[src/rtl/pkt_node_port.sv]
// pkt_node_port: endpoint port for the 10-bit packet switch fabric.
// Samples one link word per cycle. Words addressed to NODE_ID are ejected to
// the local receive port. Idle words are free slots, and so are words that
// were just ejected. Any other word is forwarded unchanged. Locally offered
// packets are buffered in a small TX FIFO and injected into free slots.
//
// Ports:
//   clk, rst_n            clock, asynchronous active-low reset
//   tx_valid/tx_ready     local packet offer handshake (tx_ready = FIFO not full)
//   tx_prio/dest/data     offered packet fields
//   tx_err                one-cycle pulse after an offer with an illegal destination
//   link_in / link_out    word from switch output / registered word to switch input
//   rx_valid/prio/data    ejected packet (prio/data hold when rx_valid is low)
//   fifo_count            TX FIFO occupancy
module pkt_node_port #(
  parameter logic [2:0]  NODE_ID    = 3'b010,
  parameter int unsigned FIFO_DEPTH = 4
) (
  input  logic                          clk,
  input  logic                          rst_n,
  input  logic                          tx_valid,
  output logic                          tx_ready,
  input  logic                          tx_prio,
  input  logic [2:0]                    tx_dest,
  input  logic [5:0]                    tx_data,
  output logic                          tx_err,
  input  logic [9:0]                    link_in,
  output logic [9:0]                    link_out,
  output logic                          rx_valid,
  output logic                          rx_prio,
  output logic [5:0]                    rx_data,
  output logic [$clog2(FIFO_DEPTH):0]   fifo_count
);

  localparam int unsigned PTR_W  = $clog2(FIFO_DEPTH);
  localparam int unsigned CNT_W  = PTR_W + 1;
  localparam int unsigned WORD_W = 10;

  logic [WORD_W-1:0] mem_q [FIFO_DEPTH];
  logic [PTR_W-1:0]  wr_ptr_q, wr_ptr_d;
  logic [PTR_W-1:0]  rd_ptr_q, rd_ptr_d;
  logic [CNT_W-1:0]  count_q, count_d;
  logic [WORD_W-1:0] link_out_q, link_out_d;
  logic              rx_valid_q, rx_valid_d;
  logic              rx_prio_q, rx_prio_d;
  logic [5:0]        rx_data_q, rx_data_d;
  logic              tx_err_q, tx_err_d;

  logic [2:0] link_dest;
  logic       is_idle, is_eject, slot_free;
  logic       dest_ok, push, pop;

  // Ready depends on the registered count only, so there is no path from tx_valid.
  assign tx_ready = (count_q != CNT_W'(FIFO_DEPTH));

  // Classify the link word and derive the FIFO handshakes.
  always_comb begin
    link_dest = link_in[8:6];
    is_idle   = (link_dest == 3'b000);
    is_eject  = (link_dest == NODE_ID);
    slot_free = is_idle | is_eject;
    dest_ok   = (tx_dest != 3'b000) && (tx_dest != NODE_ID);
    push      = tx_valid & tx_ready & dest_ok;
    pop       = slot_free & (count_q != '0);
  end

  // Next-state logic for the link, the receive port and the FIFO bookkeeping.
  always_comb begin
    link_out_d = '0;
    rx_valid_d = is_eject;
    rx_prio_d  = rx_prio_q;
    rx_data_d  = rx_data_q;
    tx_err_d   = tx_valid & tx_ready & ~dest_ok;
    wr_ptr_d   = wr_ptr_q;
    rd_ptr_d   = rd_ptr_q;
    count_d    = count_q + CNT_W'(push) - CNT_W'(pop);

    if (is_eject) begin
      rx_prio_d = link_in[9];
      rx_data_d = link_in[5:0];
    end

    // Forwarded traffic always owns the slot; injection only fills free slots.
    if (!slot_free) begin
      link_out_d = link_in;
    end else if (pop) begin
      link_out_d = mem_q[rd_ptr_q];
    end

    if (push) wr_ptr_d = wr_ptr_q + PTR_W'(1);
    if (pop)  rd_ptr_d = rd_ptr_q + PTR_W'(1);
  end

  // FIFO storage. The head is read from registered contents, so a packet
  // pushed at an edge cannot also leave at that edge.
  always_ff @(posedge clk) begin
    if (push) mem_q[wr_ptr_q] <= {tx_prio, tx_dest, tx_data};
  end

  always_ff @(posedge clk or negedge rst_n) begin
    if (!rst_n) begin
      wr_ptr_q   <= '0;
      rd_ptr_q   <= '0;
      count_q    <= '0;
      link_out_q <= '0;
      rx_valid_q <= 1'b0;
      rx_prio_q  <= 1'b0;
      rx_data_q  <= '0;
      tx_err_q   <= 1'b0;
    end else begin
      wr_ptr_q   <= wr_ptr_d;
      rd_ptr_q   <= rd_ptr_d;
      count_q    <= count_d;
      link_out_q <= link_out_d;
      rx_valid_q <= rx_valid_d;
      rx_prio_q  <= rx_prio_d;
      rx_data_q  <= rx_data_d;
      tx_err_q   <= tx_err_d;
    end
  end

  assign link_out   = link_out_q;
  assign rx_valid   = rx_valid_q;
  assign rx_prio    = rx_prio_q;
  assign rx_data    = rx_data_q;
  assign tx_err     = tx_err_q;
  assign fifo_count = count_q;

endmodule

[config.mk]
export PLATFORM = sky130hd
export DESIGN_NAME = pkt_node_port
export DESIGN_NICKNAME = d
export VERILOG_FILES = /design/src/rtl/pkt_node_port.sv
export SDC_FILE = /design/constraint.sdc
export NUM_CORES = 1
export LEC_CHECK = 0
export BUFFER_PORTS_ARGS = -buffer_cell sky130_fd_sc_hd__buf_2
export CAP_MARGIN = 25
export CORE_MARGIN = 2
export CORE_UTILIZATION = 40
export CTS_CLUSTER_SIZE = 28
export DETAILED_ROUTE_END_ITERATION = 10
export GPL_TIMING_DRIVEN = 1
export SLEW_MARGIN = 30
export SYNTH_ARGS = -nofsm -noshare
export SYNTH_HDL_FRONTEND = slang
export SYNTH_SLANG_ARGS = --single-unit
[constraint.sdc]
create_clock -name clk -period 2.9 [get_ports clk]
set_input_delay 0.29 -clock clk [delete_from_list [all_inputs] [get_ports clk]]
set_output_delay 0.29 -clock clk [all_outputs]
set_load 0.02 [all_outputs]
; ---- Word level (Yosys, flattened, before mapping)
; Memories as Yosys holds them, arrays and structs flattened.
; Cells that the tools add are included.
[totals]
reg_bits = 26
mem_bits_rw = 40
inputBits = 23
output_inout_bits = 23
wordCells = 30
memories = 1
[classes]
add_sub_neg = 4
n_eq_ne = 3
mux = 4
bitwise = 6
n_reduce_logical = 4
[memory_table]
columns = name, words, word_bits, rd, rd_clocked_by_memory_dff, wr, line_no
row1 = mem_q, 4, 10, 1, 0, 1, 39  ; logic [WORD_W-1:0] mem_q [FIFO_DEPTH];
[ops]
columns = operator, count
row1 = 10-bit two-way mux, 2
row2 = 3-bit nonzero test, 2
row3 = "2-bit by 1-bit adder with 2-bit output, second input constant", 2
row4 = 1-bit AND, 4
row5 = 3-bit by 1-bit adder with 3-bit output, 1
row6 = "3-bit by 2-bit equality test with 1-bit output, second input constant", 1
row7 = 3-bit logical NOT, 1
row8 = "3-bit by 2-bit != test with 1-bit output, second input constant", 1
row9 = "3-bit != test, second input constant", 1
row10 = 3-bit by 1-bit subtractor with 3-bit output, 1
row11 = 1-bit two-way mux, 2
row12 = 1-bit logical AND, 1
row13 = 1-bit inverter, 1
row14 = 1-bit bitwise OR, 1

; ---- Depth between registers and ports, before layout
; Gate-level depths: netlist of run 1.
[logic_depth]
depth_word = 5
depth_mapped = 10
mapped_depth_nobuf = 9

; ---- Least setup slack after synthesis of run 1
; Ideal clock, no wire load.
[synth_path]
path_type = register to register
start = register count_q[2] (netlist: fifo_count[2])
end = register count_q[2] (netlist: fifo_count[2])
setup_ns = 0.123
arrival_ns = 2.127
required_ns = 2.777
slack_ns = 0.650
path_stages_with_launch = 10
n_path_buf = 0
period_less_slack_ns = 2.250
cell_sequence = dfrtp_1 -> or3b_4 -> o211a_4 -> inv_1 -> ha_1 -> inv_1 -> ha_1 -> fa_1 -> xnor2_1 -> xnor2_1
[synth_via]
elab_chain_len = 5
word_cells_on_any_way = 7
classes_between = add/sub: 2 / eq/ne: 1 / bitwise: 3 / reduce/logical: 1
[synth_lines]
columns = element, line_no
row1 = "start, declared", 42  ; logic [CNT_W-1:0] count_q, count_d;
row2 = "start signal, assigned", 113  ; count_q <= count_d;
row3 = 3-bit != test, 54  ; assign tx_ready = (count_q != CNT_W'(FIFO_DEPTH));
row4 = named net tx_ready, 22  ; output logic tx_ready,
row5 = 1-bit AND (2 in series), 63  ; push = tx_valid & tx_ready & dest_ok;
row6 = 3-bit by 1-bit adder with 3-bit output, 76  ; count_d = count_q + CNT_W'(push) - CNT_W'(pop);
row7 = 3-bit by 1-bit subtractor with 3-bit output, 76
row8 = named net count_d[2], 42
; The timed path passes the listed nets, and every way through them passes these cells.
; A chain may end at the register's enable or synchronous reset.

; ---- Worst setup path in the final report of run 1
[layout_path]
start = register count_q[2] (netlist: fifo_count[2])
end = register count_q[2] (netlist: fifo_count[2])
[layout_via]
elab_chain_len = 5
word_cells_on_any_way = 7
classes_between = add/sub: 2 / eq/ne: 1 / bitwise: 3 / reduce/logical: 1
[layout_lines]
columns = element, line_no
row1 = 3-bit != test, 54
row2 = 1-bit AND (2 in series), 63
row3 = 3-bit by 1-bit adder with 3-bit output, 76
row4 = 3-bit by 1-bit subtractor with 3-bit output *, 76
row5 = named net count_d[2], 42
; The timed path passes the listed nets; every way through them passes the cells marked *.

==> reports/metrics.yaml, run 1 <==
status: "finished clean"
wl_per_cell_um: 17.6
synth-seq-cells: 66
worstHoldStart: "link_in[8]"
cts_buffers: 9
clockBufferDepth: 2
fill_cells: 536
drt_wl_total_um: 4690
max_stage_delay_ns: 0.42
cp-startpoint: "fifo_count[2]$_DFF_PN0_"
grt_usage: 0.146
yosysWarnings: 0
power_leakage_nw: 1.24
root_buffer: "clkbuf_8"
die_h_um: 83.8
clk_pin_slew_ns: 0.07
cts_max_level: 3
synth_cell_types: 23
syn_inst: 130
ios: 46
drtIter0Drc: 61
cp.required_ns: 3.15
insertion_delay_ns: 0.33
hpwl_um: 3190
hold_viol: 0
rsz0062_at_grt: "false"
reg2reg_from: "fifo_count[2]$_DFF_PN0_"
crit_slowest_cell: "dfrtp_1"
slew_headroom: 0.525
arrival_ns: 2.50
rows: 29
dr.pass1.iters: 4
drt-vias-per-instance: 4.88
avgSynthCellArea_um2: 19.6
cp.buffers_inverters: 2
crit_family: "adder cells"
die_x_um: 83.8
netlist_area_um2: 2550
grt_max_degree: 27
cts_tree: "yes"
seq_area_frac_synth: 0.727
route.vias.total: 1303
die-area_um2: 7030
layout.nets: 215
cts_setup_buffers: 0
port_buffers: 45
drive_gt1_frac: 0.453
cp_max_fo: 7
start_kind: "register"
grt_overflow: 0
clkSinkCount: 66
layout_common_cells: "buf_2, edfxtp_1, dfrtp_1, clkbuf_8, mux4_2"
crit_type: "register to register"
layout_commonest_cell: "buf_2"
vdd_drop_max_uv: 374
grt_pass1_wl_um: 7470
fmax_ghz: 0.445
setup_violations: 0
drv_slew: 0
antenna_found_initial: 0
worstSetupEndpointType: "register"
grt_pass1_vias: 1431
worst_pin_slew_ns: 0.713
hold-worst-slack_ns: 0.150
area_growth_pct: 19.2
antenna_cells: 0
power.density_nw_per_um2: 890
final_antenna_net_count: 0
drc: 0
gp_congestion: 0.730
start_util: 0.408
fin_skew_ns: 0.00630
hold_path_class: "input port to register"
max_cap_viol_count: 0
fin_crit_ns: 2.25
coreArea_um2: 6240
finalCritPeriodShare: 0.775
crit_chain: "or3b_4, o211a_4, inv_1, ha_1, inv_1, ha_1, fa_1, xnor2_1, xnor2_1"
syn_nets: 160
final.setup.tns_ns: 0
## timing repair
action | CTS | global route
endpoints found under the hold margin | 26 | 0
hold buffers | 1 | 0
setup endpoints to repair | 0 | 0
resized for setup | 0 | 0
## worst paths after layout
check	to	slack, ns	cells past startpoint
min in group asynchronous	rx_prio$_DFFE_PN0P_	0.51	2
max in group asynchronous	fifo_count[0]$_DFF_PN0_	1.99	2
setup reg to reg	fifo_count[2]$_DFF_PN0_	0.65	9
setup / recovery	fifo_count[2]$_DFF_PN0_	0.65	9
hold / removal	link_out[8]$_DFF_PN0_	0.15	2
hold reg to reg	rx_data[2]$_DFFE_PN0P_	0.50	1
## state kept, by name (all words and copies together) (netlist names)
signal      flops
rx_data         6
mem_q          40
tx_err          1
fifo_count      3
rx_valid        1
rd_ptr_q        2
wr_ptr_q        2
link_out       10
rx_prio         1
## through the flow
| stage | instances | power [mW] | cell area (µm²) | setup WS, ns | util |
|---|---|---|---|---|---|
| floorplan | 130 | 1.84 | 2550 | 0.650 | - |
| global placement | 250 | 2.02 | 2860 | 0.788 | 0.458 |
| detailed placement | 250 | 2.08 | 2860 | 0.670 | 0.458 |
| CTS | 267 | 2.75 | 3040 | 0.649 | 0.487 |
| global route | 267 | 2.86 | 3040 | 0.482 | 0.487 |
| finish | 267 | 2.70 | 3040 | 0.653 | 0.487 |
## Yosys cell counts (all sizes together)
master / n / area share
mux2: 8 / 0.037
nand2: 1 / 0.0015
xnor2: 3 / 0.010
or3b: 1 / 0.0044
a21o: 2 / 0.0059
nor2: 2 / 0.0049
buf: 4 / 0.011
fa: 1 / 0.0079
xor2: 2 / 0.0069
a22o: 8 / 0.027
edfxtp: 40 / 0.47
nor3: 2 / 0.0039
mux4: 10 / 0.088
o211a: 1 / 0.0069
and2: 4 / 0.012
nor3b: 1 / 0.0029
dfrtp: 26 / 0.26
ha: 6 / 0.029
or2: 1 / 0.0025
inv: 7 / 0.010
## report_power, final
part           switching, mW  internal, mW  total, mW
combinational          0.343         0.346      0.689
sequential             0.154          1.19       1.34
clock                  0.319         0.352      0.670
total                  0.815          1.89       2.70
## worst reg2reg max path: cells and delay by family (launching register included)
kind | cells | cell delay (ns)
xor+xnor | 2 | 0.34
compound gates | 1 | 0.20
buf+inv | 2 | 0.09
simple gates | 1 | 0.26
flops | 1 | 0.42
fa+ha+maj | 3 | 0.85
## routing by layer
| layer | up-vias | routed length (µm) | part of all wire | global-route usage |
|---|---|---|---|---|
| met3 | 6 | 248 | 0.053 | 0.0524 |
| met4 | 0 | 78 | 0.017 | 0.0689 |
| met1 | 665 | 1950 | 0.42 | 0.172 |
| met2 | 32 | 2410 | 0.51 | 0.237 |
| li1 | 600 | - | - | - |
| met5 | - | 0 | 0 | 0 |
## cell families after synthesis
family	count (synthesis)	share of synthesized area
simple gates	12	0.0319
flops	66	0.727
mux	18	0.125
xor+xnor	5	0.0172
compound gates	11	0.0403
fa+ha+maj	7	0.0373
buf+inv	11	0.0216
## area by class of cell
cell class | instances | area (µm²) | share of cell area
multi-input combinational | 53 | 642 | 0.211
timing repair buffer | 48 | 250 | 0.0823
sequential | 66 | 1850 | 0.609
inverter | 7 | 26.3 | 0.00865
clock inverter | 3 | 13.8 | 0.00453
tap | 77 | 96.3 | 0.0317
clock buffer | 13 | 159 | 0.0523
Power figures use the tool's default switching activity.
==> run 2, diff against run 1 <==
==> constraint.sdc (replaced) <==
create_clock -name clk -period 2.3 [get_ports clk]
set_input_delay 0.23 -clock clk [delete_from_list [all_inputs] [get_ports clk]]
set_output_delay 0.23 -clock clk [all_outputs]
set_load 0.02 [all_outputs]
==> reports/metrics.yaml, run 2 (synthesized netlist as in run 1, its figures left out) <==
cts_tree: "yes"
start_util: 0.408
cp.buffers_inverters: 2
dpl.cell_count: 251
status: "finished clean"
worstSetupEndpointType: "register"
fill_cells: 551
final.setup.tns_ns: 0
die-area_um2: 7030
rsz0062_at_grt: "false"
drc: 0
final_area_um2: 3050
vdd_drop_max_uv: 495
max_stage_delay_ns: 0.43
drv_slew: 0
insertion_delay_ns: 0.34
slew_headroom: 0.587
grt_usage: 0.143
fmax_ghz: 0.456
power.density_nw_per_um2: 1120
rows: 29
grt_pass1_wl_um: 7380
cts_setup_buffers: 0
layout.nets: 216
fin_skew_ns: 0.0107
worst_pin_slew_ns: 0.619
setup_violations: 0
die_h_um: 83.8
fin_cells: 268
drt-vias-per-instance: 4.84
finalCritPeriodShare: 0.953
route.vias.total: 1296
multi_input_area_um2: 652
hold_viol: 0
final_core_util: 0.489
drtIter0Drc: 52
regMostFlops: "mem_q"
drt_wl_total_um: 4600
port_buffers: 45
grt_max_degree: 27
start_kind: "register"
crit_chain: "or3b_4, o211a_4, inv_1, ha_1, inv_1, ha_1, fa_2, xnor2_2, xnor2_1"
cp_max_fo: 7
max_cap_viol_count: 0
hpwl_um: 3140
ios: 46
largest_register_ff_count: 40
die_x_um: 83.8
antenna_found_initial: 0
root_buffer: "clkbuf_8"
clkSinkCount: 66
final_antenna_net_count: 0
place_area_um2: 2880
crit_slowest_cell: "dfrtp_1"
area_growth_pct: 19.7
wl_per_cell_um: 17.2
crit_family: "adder cells"
arrival_ns: 2.41
power_leakage_nw: 1.24
seqCellArea_um2: 1850
drive_gt1_frac: 0.461
coreArea_um2: 6240
clk_pin_slew_ns: 0.07
antenna_cells: 0
layout_common_cells: "buf_2, edfxtp_1, dfrtp_1, mux4_2, clkbuf_8"
cts_max_level: 3
fin_crit_ns: 2.19
hold_path_class: "input port to register"
grt_pass1_vias: 1446
grt_overflow: 0
crit_type: "register to register"
dr.pass1.iters: 4
cts_buffers: 9
clockBufferDepth: 2
layout_commonest_cell: "buf_2"
gp_congestion: 0.744
cp.required_ns: 2.52
power_mw: 3.40
-- run 2: cell types whose count changed in the layout (fill, tap and decap cells not counted) --
cell      delta
buf_12       +1
fa_1         -1
clkinv_2     +1
xnor2_1      -1
clkbuf_8     -2
xnor2_2      +1
clkinv_1     +1
fa_2         +1
-- run 2: layout make-up --
type                            count  share of cell area
Multi-Input combinational cell     53               0.214
Timing Repair Buffer               49              0.0886
Clock buffer                       11              0.0431
Inverter                            7             0.00861
Tap cell                           77              0.0316
Clock inverter                      5             0.00738
Sequential cell                    66               0.607
-- run 2: through the flow --
stage               worst slack (ns)  hold slack [ns]
floorplan                     0.0497          -0.0656
global placement               0.187            0.258
detailed placement            0.0897            0.283
CTS                           0.0731           0.0651
global route                  0.0234           0.0765
finish                         0.108           0.0763
-- run 2: layer usage --
metal	track usage	share of wire	wire length (µm)
met1	0.168	0.41	1910
met2	0.237	0.52	2380
met3	0.0495	0.050	232
met4	0.0660	0.017	80
met5	0	0	0
-- run 2: worst paths after layout --
path                                         startpoint                 endpoint  slack (ns)  depth (start not counted)
worst max-delay path            fifo_count[2]$_DFF_PN0_  fifo_count[2]$_DFF_PN0_        0.11                          9
min in group asynchronous                         rst_n    link_out[9]$_DFF_PN0_        0.44                          2
worst max register to register  fifo_count[2]$_DFF_PN0_  fifo_count[2]$_DFF_PN0_        0.11                          9
worst min-delay path                         link_in[8]    link_out[8]$_DFF_PN0_        0.08                          2
max in group asynchronous                         rst_n       rx_valid$_DFF_PN0_        1.45                          2
worst min register to register      rx_prio$_DFFE_PN0P_      rx_prio$_DFFE_PN0P_        0.50                          1
-- run 2: what timing repair did --
action,in CTS,in global routing
hold endpoints to repair,26,0
resized for setup,0,2
hold buffers,1,0
setup endpoints to repair,0,1
-- run 2: worst register-to-register path, delay by kind of cell (launching register included) --
kind	cells	cell delay, ns
AOI/OAI and AO/OA	1	0.20
xor gates and xnor gates	2	0.28
adders and majority gates	3	0.81
buffers and inverters	2	0.09
DFF	1	0.43
and+or+nand+nor	1	0.27
-- run 2: power by group --
part / switching (mW) / internal [mW]
sequential: 0.159 / 1.50
combinational: 0.470 / 0.488
clock: 0.406 / 0.378
